`src/rtl/sync_fifo_flagged.sv`:
```
// ---------------------------------------------------------------------------
// sync_fifo_flagged
//
// Single-clock FIFO with occupancy count, programmable almost-full and
// almost-empty flags, selectable read mode (registered or
// first-word-fall-through), and sticky overflow/underflow error flags that
// software can clear.
//
// Ports
//   clock              sole clock, rising edge
//   reset              synchronous, active-high; dominates all other inputs
//   write_data         word to push
//   write_enable       push request
//   write_full         fill_count == DEPTH
//   write_almost_full  fill_count >= ALMOST_FULL_LEVEL
//   read_enable        pop request (registered mode) / head acknowledge (FWFT)
//   read_data          popped word (registered mode) / head word (FWFT)
//   read_valid         read_data carries a valid word
//   read_empty         fill_count == 0
//   read_almost_empty  fill_count <= ALMOST_EMPTY_LEVEL
//   fill_count         words stored and not yet popped
//   overflow           sticky: write attempted while full
//   underflow          sticky: read attempted while empty
//   clear_errors       clears overflow/underflow
// ---------------------------------------------------------------------------
module sync_fifo_flagged #(
  parameter int DATA_WIDTH         = 8,
  parameter int ADDR_WIDTH         = 4,
  parameter int FWFT               = 0,
  parameter int ALMOST_FULL_LEVEL  = 14,
  parameter int ALMOST_EMPTY_LEVEL = 2
) (
  input  logic                  clock,
  input  logic                  reset,
  input  logic [DATA_WIDTH-1:0] write_data,
  input  logic                  write_enable,
  output logic                  write_full,
  output logic                  write_almost_full,
  input  logic                  read_enable,
  output logic [DATA_WIDTH-1:0] read_data,
  output logic                  read_valid,
  output logic                  read_empty,
  output logic                  read_almost_empty,
  output logic [ADDR_WIDTH:0]   fill_count,
  output logic                  overflow,
  output logic                  underflow,
  input  logic                  clear_errors
);

  localparam int DEPTH = 2 ** ADDR_WIDTH;
  localparam logic [ADDR_WIDTH:0] DEPTH_CNT = (ADDR_WIDTH + 1)'(DEPTH);
  localparam logic [ADDR_WIDTH:0] AF_LVL    = (ADDR_WIDTH + 1)'(ALMOST_FULL_LEVEL);
  localparam logic [ADDR_WIDTH:0] AE_LVL    = (ADDR_WIDTH + 1)'(ALMOST_EMPTY_LEVEL);

  // Occupancy update. Acceptance is already gated by the full/empty flags,
  // so the count cannot leave 0..DEPTH; the clamp keeps that true even if
  // the gating were ever loosened.
  function automatic logic [ADDR_WIDTH:0] next_count(
    input logic [ADDR_WIDTH:0] cur,
    input logic                inc,
    input logic                dec
  );
    logic [ADDR_WIDTH:0] res;
    res = cur;
    if (inc && !dec && (cur != DEPTH_CNT)) begin
      res = cur + 1'b1;
    end else if (dec && !inc && (cur != '0)) begin
      res = cur - 1'b1;
    end
    return res;
  endfunction

  // Sticky error flag: a new event in the same cycle as a clear wins.
  function automatic logic sticky_next(
    input logic cur,
    input logic set,
    input logic clr
  );
    return set | (cur & ~clr);
  endfunction

  logic [DATA_WIDTH-1:0] mem [DEPTH];

  logic [ADDR_WIDTH-1:0] wr_ptr;
  logic [ADDR_WIDTH-1:0] rd_ptr;
  logic [ADDR_WIDTH:0]   count_p1;
  logic                  full_p1;
  logic                  afull_p1;
  logic                  empty_p1;
  logic                  aempty_p1;
  logic                  ovf_p1;
  logic                  unf_p1;

  logic                  wr_acc;
  logic                  rd_acc;
  logic                  wr_err;
  logic                  rd_err;
  logic [ADDR_WIDTH:0]   count_nxt;

  always_comb begin
    wr_acc    = write_enable && !full_p1;
    rd_acc    = read_enable  && !empty_p1;
    wr_err    = write_enable &&  full_p1;
    rd_err    = read_enable  &&  empty_p1;
    count_nxt = next_count(count_p1, wr_acc, rd_acc);
  end

  // ---- stage p1: storage, pointers, count and flags ----
  always_ff @(posedge clock) begin
    if (wr_acc && !reset) begin
      mem[wr_ptr] <= write_data;
    end
  end

  // Flags are computed from the next-state count so they line up with
  // fill_count in the same cycle.
  always_ff @(posedge clock) begin
    if (reset) begin
      wr_ptr    <= '0;
      rd_ptr    <= '0;
      count_p1  <= '0;
      full_p1   <= 1'b0;
      afull_p1  <= 1'b0;
      empty_p1  <= 1'b1;
      aempty_p1 <= 1'b1;
      ovf_p1    <= 1'b0;
      unf_p1    <= 1'b0;
    end else begin
      if (wr_acc) begin
        wr_ptr <= wr_ptr + 1'b1;
      end
      if (rd_acc) begin
        rd_ptr <= rd_ptr + 1'b1;
      end
      count_p1  <= count_nxt;
      full_p1   <= (count_nxt == DEPTH_CNT);
      afull_p1  <= (count_nxt >= AF_LVL);
      empty_p1  <= (count_nxt == '0);
      aempty_p1 <= (count_nxt <= AE_LVL);
      ovf_p1    <= sticky_next(ovf_p1, wr_err, clear_errors);
      unf_p1    <= sticky_next(unf_p1, rd_err, clear_errors);
    end
  end

  assign write_full        = full_p1;
  assign write_almost_full = afull_p1;
  assign read_empty        = empty_p1;
  assign read_almost_empty = aempty_p1;
  assign fill_count        = count_p1;
  assign overflow          = ovf_p1;
  assign underflow         = unf_p1;

  // ---- stage p2: read port ----
  generate
    if (FWFT != 0) begin : g_fwft
      // Head word is presented straight from the array at the registered
      // read pointer; forced to zero while empty so the port is quiet.
      assign read_valid = !empty_p1;
      assign read_data  = empty_p1 ? '0 : mem[rd_ptr];
    end else begin : g_std
      logic [DATA_WIDTH-1:0] rd_data_p2;
      logic                  vld_p2;

      always_ff @(posedge clock) begin
        if (reset) begin
          rd_data_p2 <= '0;
          vld_p2     <= 1'b0;
        end else begin
          vld_p2 <= rd_acc;
          if (rd_acc) begin
            rd_data_p2 <= mem[rd_ptr];
          end
        end
      end

      assign read_valid = vld_p2;
      assign read_data  = rd_data_p2;
    end
  endgenerate

endmodule
```
`config.mk`:
```
export PLATFORM = sky130hd
export DESIGN_NAME = sync_fifo_flagged
export DESIGN_NICKNAME = d
export VERILOG_FILES = /design/src/rtl/sync_fifo_flagged.sv
export SDC_FILE = /design/constraint.sdc
export NUM_CORES = 1
export LEC_CHECK = 0
export CAP_MARGIN = 20
export CORE_ASPECT_RATIO = 1.1
export CORE_MARGIN = 2
export CORE_UTILIZATION = 64
export DETAILED_ROUTE_END_ITERATION = 7
export HOLD_SLACK_MARGIN = 0.02
export PLACE_DENSITY = 0.85
export SKIP_CTS_REPAIR_TIMING = 1
export SYNTH_ARGS = -nofsm -noshare
export SYNTH_HDL_FRONTEND = slang
export SYNTH_SLANG_ARGS = --single-unit
```
`constraint.sdc`:
```
create_clock -name clock -period 3.2 [get_ports clock]
set_input_delay 0.8 -clock clock [delete_from_list [all_inputs] [get_ports clock]]
set_output_delay 0.8 -clock clock [all_outputs]
set_load 0.1 [all_outputs]
```
==> results of run 1 <==
[state kept, by name, indices dropped and copies added, names as in the netlist]
register	cells
mem	128
read_data	8
fill_count	5
rd_ptr	4
wr_ptr	4
overflow	1
read_almost_empty	1
read_empty	1
read_valid	1
underflow	1
write_almost_full	1
write_full	1
[final timing paths]
check / end / start / cells after the start
worst max-delay path: fill_count[4] / fill_count[4] / 1
worst min-delay path: read_data[2] / read_data[2] / 2
worst max register to register: read_empty / fill_count[1] / 8
worst min register to register: read_data[2] / read_data[2] / 2
[metal layers]
metal / track usage / routed length [microns]
met4: 0.112 / 372
met3: 0.0597 / 856
met5: 0 / 0
met1: 0.345 / 5050
met2: 0.440 / 6690
[stage by stage]
step	hold WS [ns]	total power, mW	setup WS [ns]	util
after detailed placement	0.448	2.99	0.536	0.715
after CTS	0.456	4.82	1.01	0.774
after floorplan	0.481	2.83	0.825	-
after global routing	0.474	4.95	0.896	0.774
after global placement	0.444	2.97	0.584	0.715
final	0.454	4.80	1.03	0.774
[cell usage in the layout, fill, tap and decap left out, types with 6 or more instances in the layout]
cell	Yosys	routed
edfxtp_1	128	128
nor2_1	33	33
dfxtp_1	28	27
nand2_1	28	28
mux4_2	22	22
inv_1	6	6
clkdlybuf4s50_1	0	12
ha_1	7	7
a21oi_1	12	12
mux4_1	18	18
clkbuf_16	0	16
buf_4	1	46
[report_power, final]
part           total, mW  internal, mW  switching [mW]
logic              0.675         0.246           0.429
registers           2.27          2.24          0.0329
clock network       1.85          1.09           0.767
[cell families after synthesis]
logic type	share of synthesized area
compound gates	0.0286
xor+xnor	0.0126
fa+ha+maj	0.0140
buf+inv	0.0236
flops	0.705
mux	0.157
simple gates	0.0595
[cell type report]
class | count | area [sq um] | area share
tap | 117 | 146 | 0.0200
timing repair buffer | 59 | 485 | 0.0664
clock buffer | 21 | 459 | 0.0628
clock inverter | 11 | 92.6 | 0.0127
multi-input combinational | 168 | 1700 | 0.232
sequential | 156 | 4410 | 0.603
inverter | 6 | 22.5 | 0.00308
==> reports/results.tsv, run 1 <==
metric	value	unit
outcome	finished clean	
numCtsBuffers	17	
fin_skew	0.00925	ns
grt_pass1_wl	19.7	mm
cts_sinks	156	
wl_per_cell	24.1	microns
final_cells	538	
gp_congestion	0.880	
synth_top_area_share	0.615	
cts-root-buf	clkbuf_8	
num_antenna_cells	0	
groute.usage.overall	0.265	
crit_chain	buf_4	
first_pass_iters	5	
crit_slowest_cell	dfxtp_1	
finalWirelength	13.0	mm
rows	37	
yosysMostFrequentCell	edfxtp_1	
io_pins	33	
crit_arrival	1.37	ns
crit_type	reg2out	
place_area	6760	sq um
htreeDepth	4	
dieArea	10600	sq um
start_util	0.661	
crit_family	flip-flops	
cellPowerDensity	657	nW/um^2
drive_gt1_frac	0.238	
die_h	108	microns
synthTopCellsByCount	edfxtp_1 (128), nor2_1 (33), dfxtp_1 (28), nand2_1 (28), mux4_2 (22)	
ir_drop	0.619	mV
cts_tree	yes	
fillers	518	
placed_cells	506	
tightest_slew	0.683	ns
drc	0	
core	9440	sq um
path_max_fanout	8	
via_per_inst	6.35	
drv_slew	0	
hold_viol_final	0	
cp-end-kind	output pin	
timing.fmax	0.460	GHz
synth-seq-area-share	0.705	
grt-ovfl-total	0	
fp.dieW	98.2	microns
yosysWarnings	0	
ys_ff_latch	156	
path_buf_inv	1	
final_area	7310	sq um
first_global_vias	3437	
synthArstFlopShare	0	
synth_edf_count	128	
area_growth	17.0	%
postRouteAntennaNets	0	
setup_viol	0	
post-dp-hpwl	7.69	mm
max-slew-margin-rel	0.544	
synth_fp_nets	370	
yosys-top-cells-area	edfxtp_1 (62%), dfxtp_1 (9.0%), mux4_2 (7.9%), mux4_1 (7.6%), nor2_1 (2.0%)	
nets	428	
hp-class	reg2reg	
p_leak	2.48	nW
yosys.area.top_type	edfxtp_1	
io_buffers	32	
cap_viol_max_count	0	
cts_buffer_depth	2	
clkTransAtPathRegs	0.06	ns
vias	3417	
yosys_most_used_dff	edfxtp_1	
netlist_area	6250	sq um
fin_tns_setup	0	ns
grt_antenna_before_repair	0	
reg2reg_slack	1.10	ns
start_kind	flop	
ys_types	41	
syn_avg_cell_area	17.8	sq um
clk-insertion-delay-late	0.53	ns
critPathMaxStageDelay	0.49	ns
syn_inst	350	
period_share	0.679	
grt_max_degree	36	
rsz0062_at_grt	no	
drtIter0Drc	397	
period_needed	2.17	ns
worstPathRequired	2.40	ns
(Power assumes the default switching activity.)
==> run 2: changes to the inputs <==
--- a/config.mk
+++ b/config.mk
@@ -8,10 +8,10 @@
 export CAP_MARGIN = 20
 export CORE_ASPECT_RATIO = 1.1
 export CORE_MARGIN = 2
-export CORE_UTILIZATION = 64
+export CORE_UTILIZATION = 53
 export DETAILED_ROUTE_END_ITERATION = 7
 export HOLD_SLACK_MARGIN = 0.02
-export PLACE_DENSITY = 0.85
+export PLACE_DENSITY = 0.76
 export SKIP_CTS_REPAIR_TIMING = 1
 export SYNTH_ARGS = -nofsm -noshare
 export SYNTH_HDL_FRONTEND = slang
==> constraint.sdc (replaced) <==
create_clock -name clock -period 1.9 [get_ports clock]
set_input_delay 0.475 -clock clock [delete_from_list [all_inputs] [get_ports clock]]
set_output_delay 0.475 -clock clock [all_outputs]
set_load 0.1 [all_outputs]
==> run 2 against run 1 <==
Against the previous run:
- the run now ends with setup timing left
- worst setup slack got worse by 1.1 ns
- sequential power rose by 70%
- non-clock buffer count rose by 18
- wire length rose by 1.4%
- utilization fell by 9.0 points
- power rose by 80%
- clock power rose by 78%
- sequential cell count did not move
- die area rose by 20%
- via count rose by 1.3%
- largest power group unchanged
==> reports/results.tsv, run 2 (synthesis results as in run 1) <==
metric	value	unit	change
cp_common_cell	mux4_2		
start_util	0.544		-0.118
period_share	1.01		
top_register	mem		
grt_pass1_wl	19.5	mm	-1.1%
finalPower	8.62	mW	+80%
grt_antenna_before_repair	0		unchanged
max-slew-margin-rel	0.591		+0.0471
core	11500	sq um	+22%
critPathMaxStageDelay	0.53	ns	+0.04 ns
rsz0062_at_grt	yes		
drv_slew	0		unchanged
clk-insertion-delay-late	0.42	ns	-0.11 ns
r2r-end	read_data[4]		
failed_checks	setup timing		
crit_type	reg2reg		
cts_sinks	156		unchanged
start_kind	flop		
fin_skew	0.0138	ns	+0.00458 ns
vias	3460		+1.3%
reg2reg_from	rd_ptr[0]		
nets	446		+4.2%
groute.usage.overall	0.212		-0.0531
hp-class	reg2reg		
clkTransAtPathRegs	0.06	ns	about the same
worstPathRequired	2.19	ns	-0.21 ns
cts_buffer_depth	2		unchanged
io_buffers	32		unchanged
rows	41		+11%
crit_arrival	2.22	ns	+0.85 ns
cp-end-kind	flop		
tightest_slew	0.612	ns	-0.0716 ns
hold-worst-slack	0.493	ns	+0.0391 ns
grt-ovfl-total	0		unchanged
grt_max_degree	36		unchanged
period_needed	1.93	ns	
first_global_vias	3369		-2.0%
outcome	finished, violations left		
finalWirelength	13.1	mm	+1.4%
timing.fmax	0.519	GHz	
crit_start	rd_ptr[0]		
hold_viol_final	0		unchanged
final_util	0.684		-0.0897
cap_viol_max_count	0		unchanged
final_cell_mix	edfxtp_1 (128), buf_4 (39), mux4_2 (32)		
crit_path_end	read_data[4]		
p_leak	2.66	nW	+7.2%
final_common_cell	edfxtp_1		
cts-root-buf	clkbuf_16		
fp.dieW	108	microns	+9.5%
area_growth	25.8	%	
cellPowerDensity	1100	nW/um^2	+67%
dieArea	12700	sq um	+20%
first_pass_iters	4		-1
drtIter0Drc	378		-4.8%
wl_per_cell	22.3	microns	-7.4%
ir_drop	0.697	mV	+13%
largest_reg_flops	128		unchanged
die_h	118	microns	+9.5%
cts_tree	yes		
crit_slowest_cell	mux4_2		
post-dp-hpwl	8.09	mm	+5.2%
postRouteAntennaNets	0		unchanged
fin_tns_setup	-0.0804	ns	-0.0804 ns
layout_setup_ws	-0.0282	ns	-1.05 ns
numCtsBuffers	17		unchanged
place_ws	-0.421	ns	-0.957 ns
reg2reg_depth	5		-3
drc	0		unchanged
via_per_inst	5.87		-7.5%
drive_gt1_frac	0.333		+0.0950
crit_chain	clkbuf_16, mux4_2, mux4_2, nand2_1, a21oi_1		
io_pins	33		unchanged
path_max_fanout	7		-1
reg2reg_slack	-0.03	ns	-1.13 ns
htreeDepth	4		unchanged
gp_congestion	0.862		-2.1%
num_antenna_cells	0		unchanged
setup_viol	5		+5
[run 2: where the power goes]
group,internal [mW],switching (mW),leakage [nW]
clock,2.00,1.30,0.290
combinational,0.676,0.789,0.986
sequential,3.78,0.0748,1.38
[run 2: cell type report]
class	instances	area (sq um)
inverter	6	22.5
clock inverter	8	78.8
fill	724	3630
tap	150	188
clock buffer	24	504
multi-input combinational	168	1720
timing repair buffer	77	925
sequential	156	4420
[run 2: worst min path at each step]
stage                             from      endpoint  slack [ns]  cells past startpoint
after CTS                 read_data[7]  read_data[7]        0.50                      2
after detailed placement  read_data[7]  read_data[7]        0.49                      2
after floorplan              wr_ptr[1]     wr_ptr[1]        0.48                      2
after global routing      read_data[5]  read_data[5]        0.52                      2
after global placement    read_data[6]  read_data[6]        0.48                      2
final                     read_data[5]  read_data[5]        0.49                      2
[run 2: worst max-delay path: cells and delay by family (launching register included)]
kind	cells	cell delay (ns)
buffers and inverters	1	0.19
flip-flops	1	0.43
multiplexers	2	1.04
AND/OR/NAND/NOR	1	0.08
AO/OA/AOI/OAI	1	0.05
[run 2: per-stage QoR]
step / cell area, sq um / cells
4_1_cts: 7760 / 584
3_5_place_dp: 7170 / 552
6_report: 7860 / 589
2_1_floorplan: 6260 / 350
5_1_grt: 7860 / 589
3_3_place_gp: 7170 / 552
[run 2: per-layer routing]
layer | wire [microns] | GRT usage | part of all wire
met5 | 0 | 0 | 0
met4 | 288 | 0.0873 | 0.022
met3 | 860 | 0.0532 | 0.065
met2 | 6830 | 0.346 | 0.52
met1 | 5170 | 0.273 | 0.39
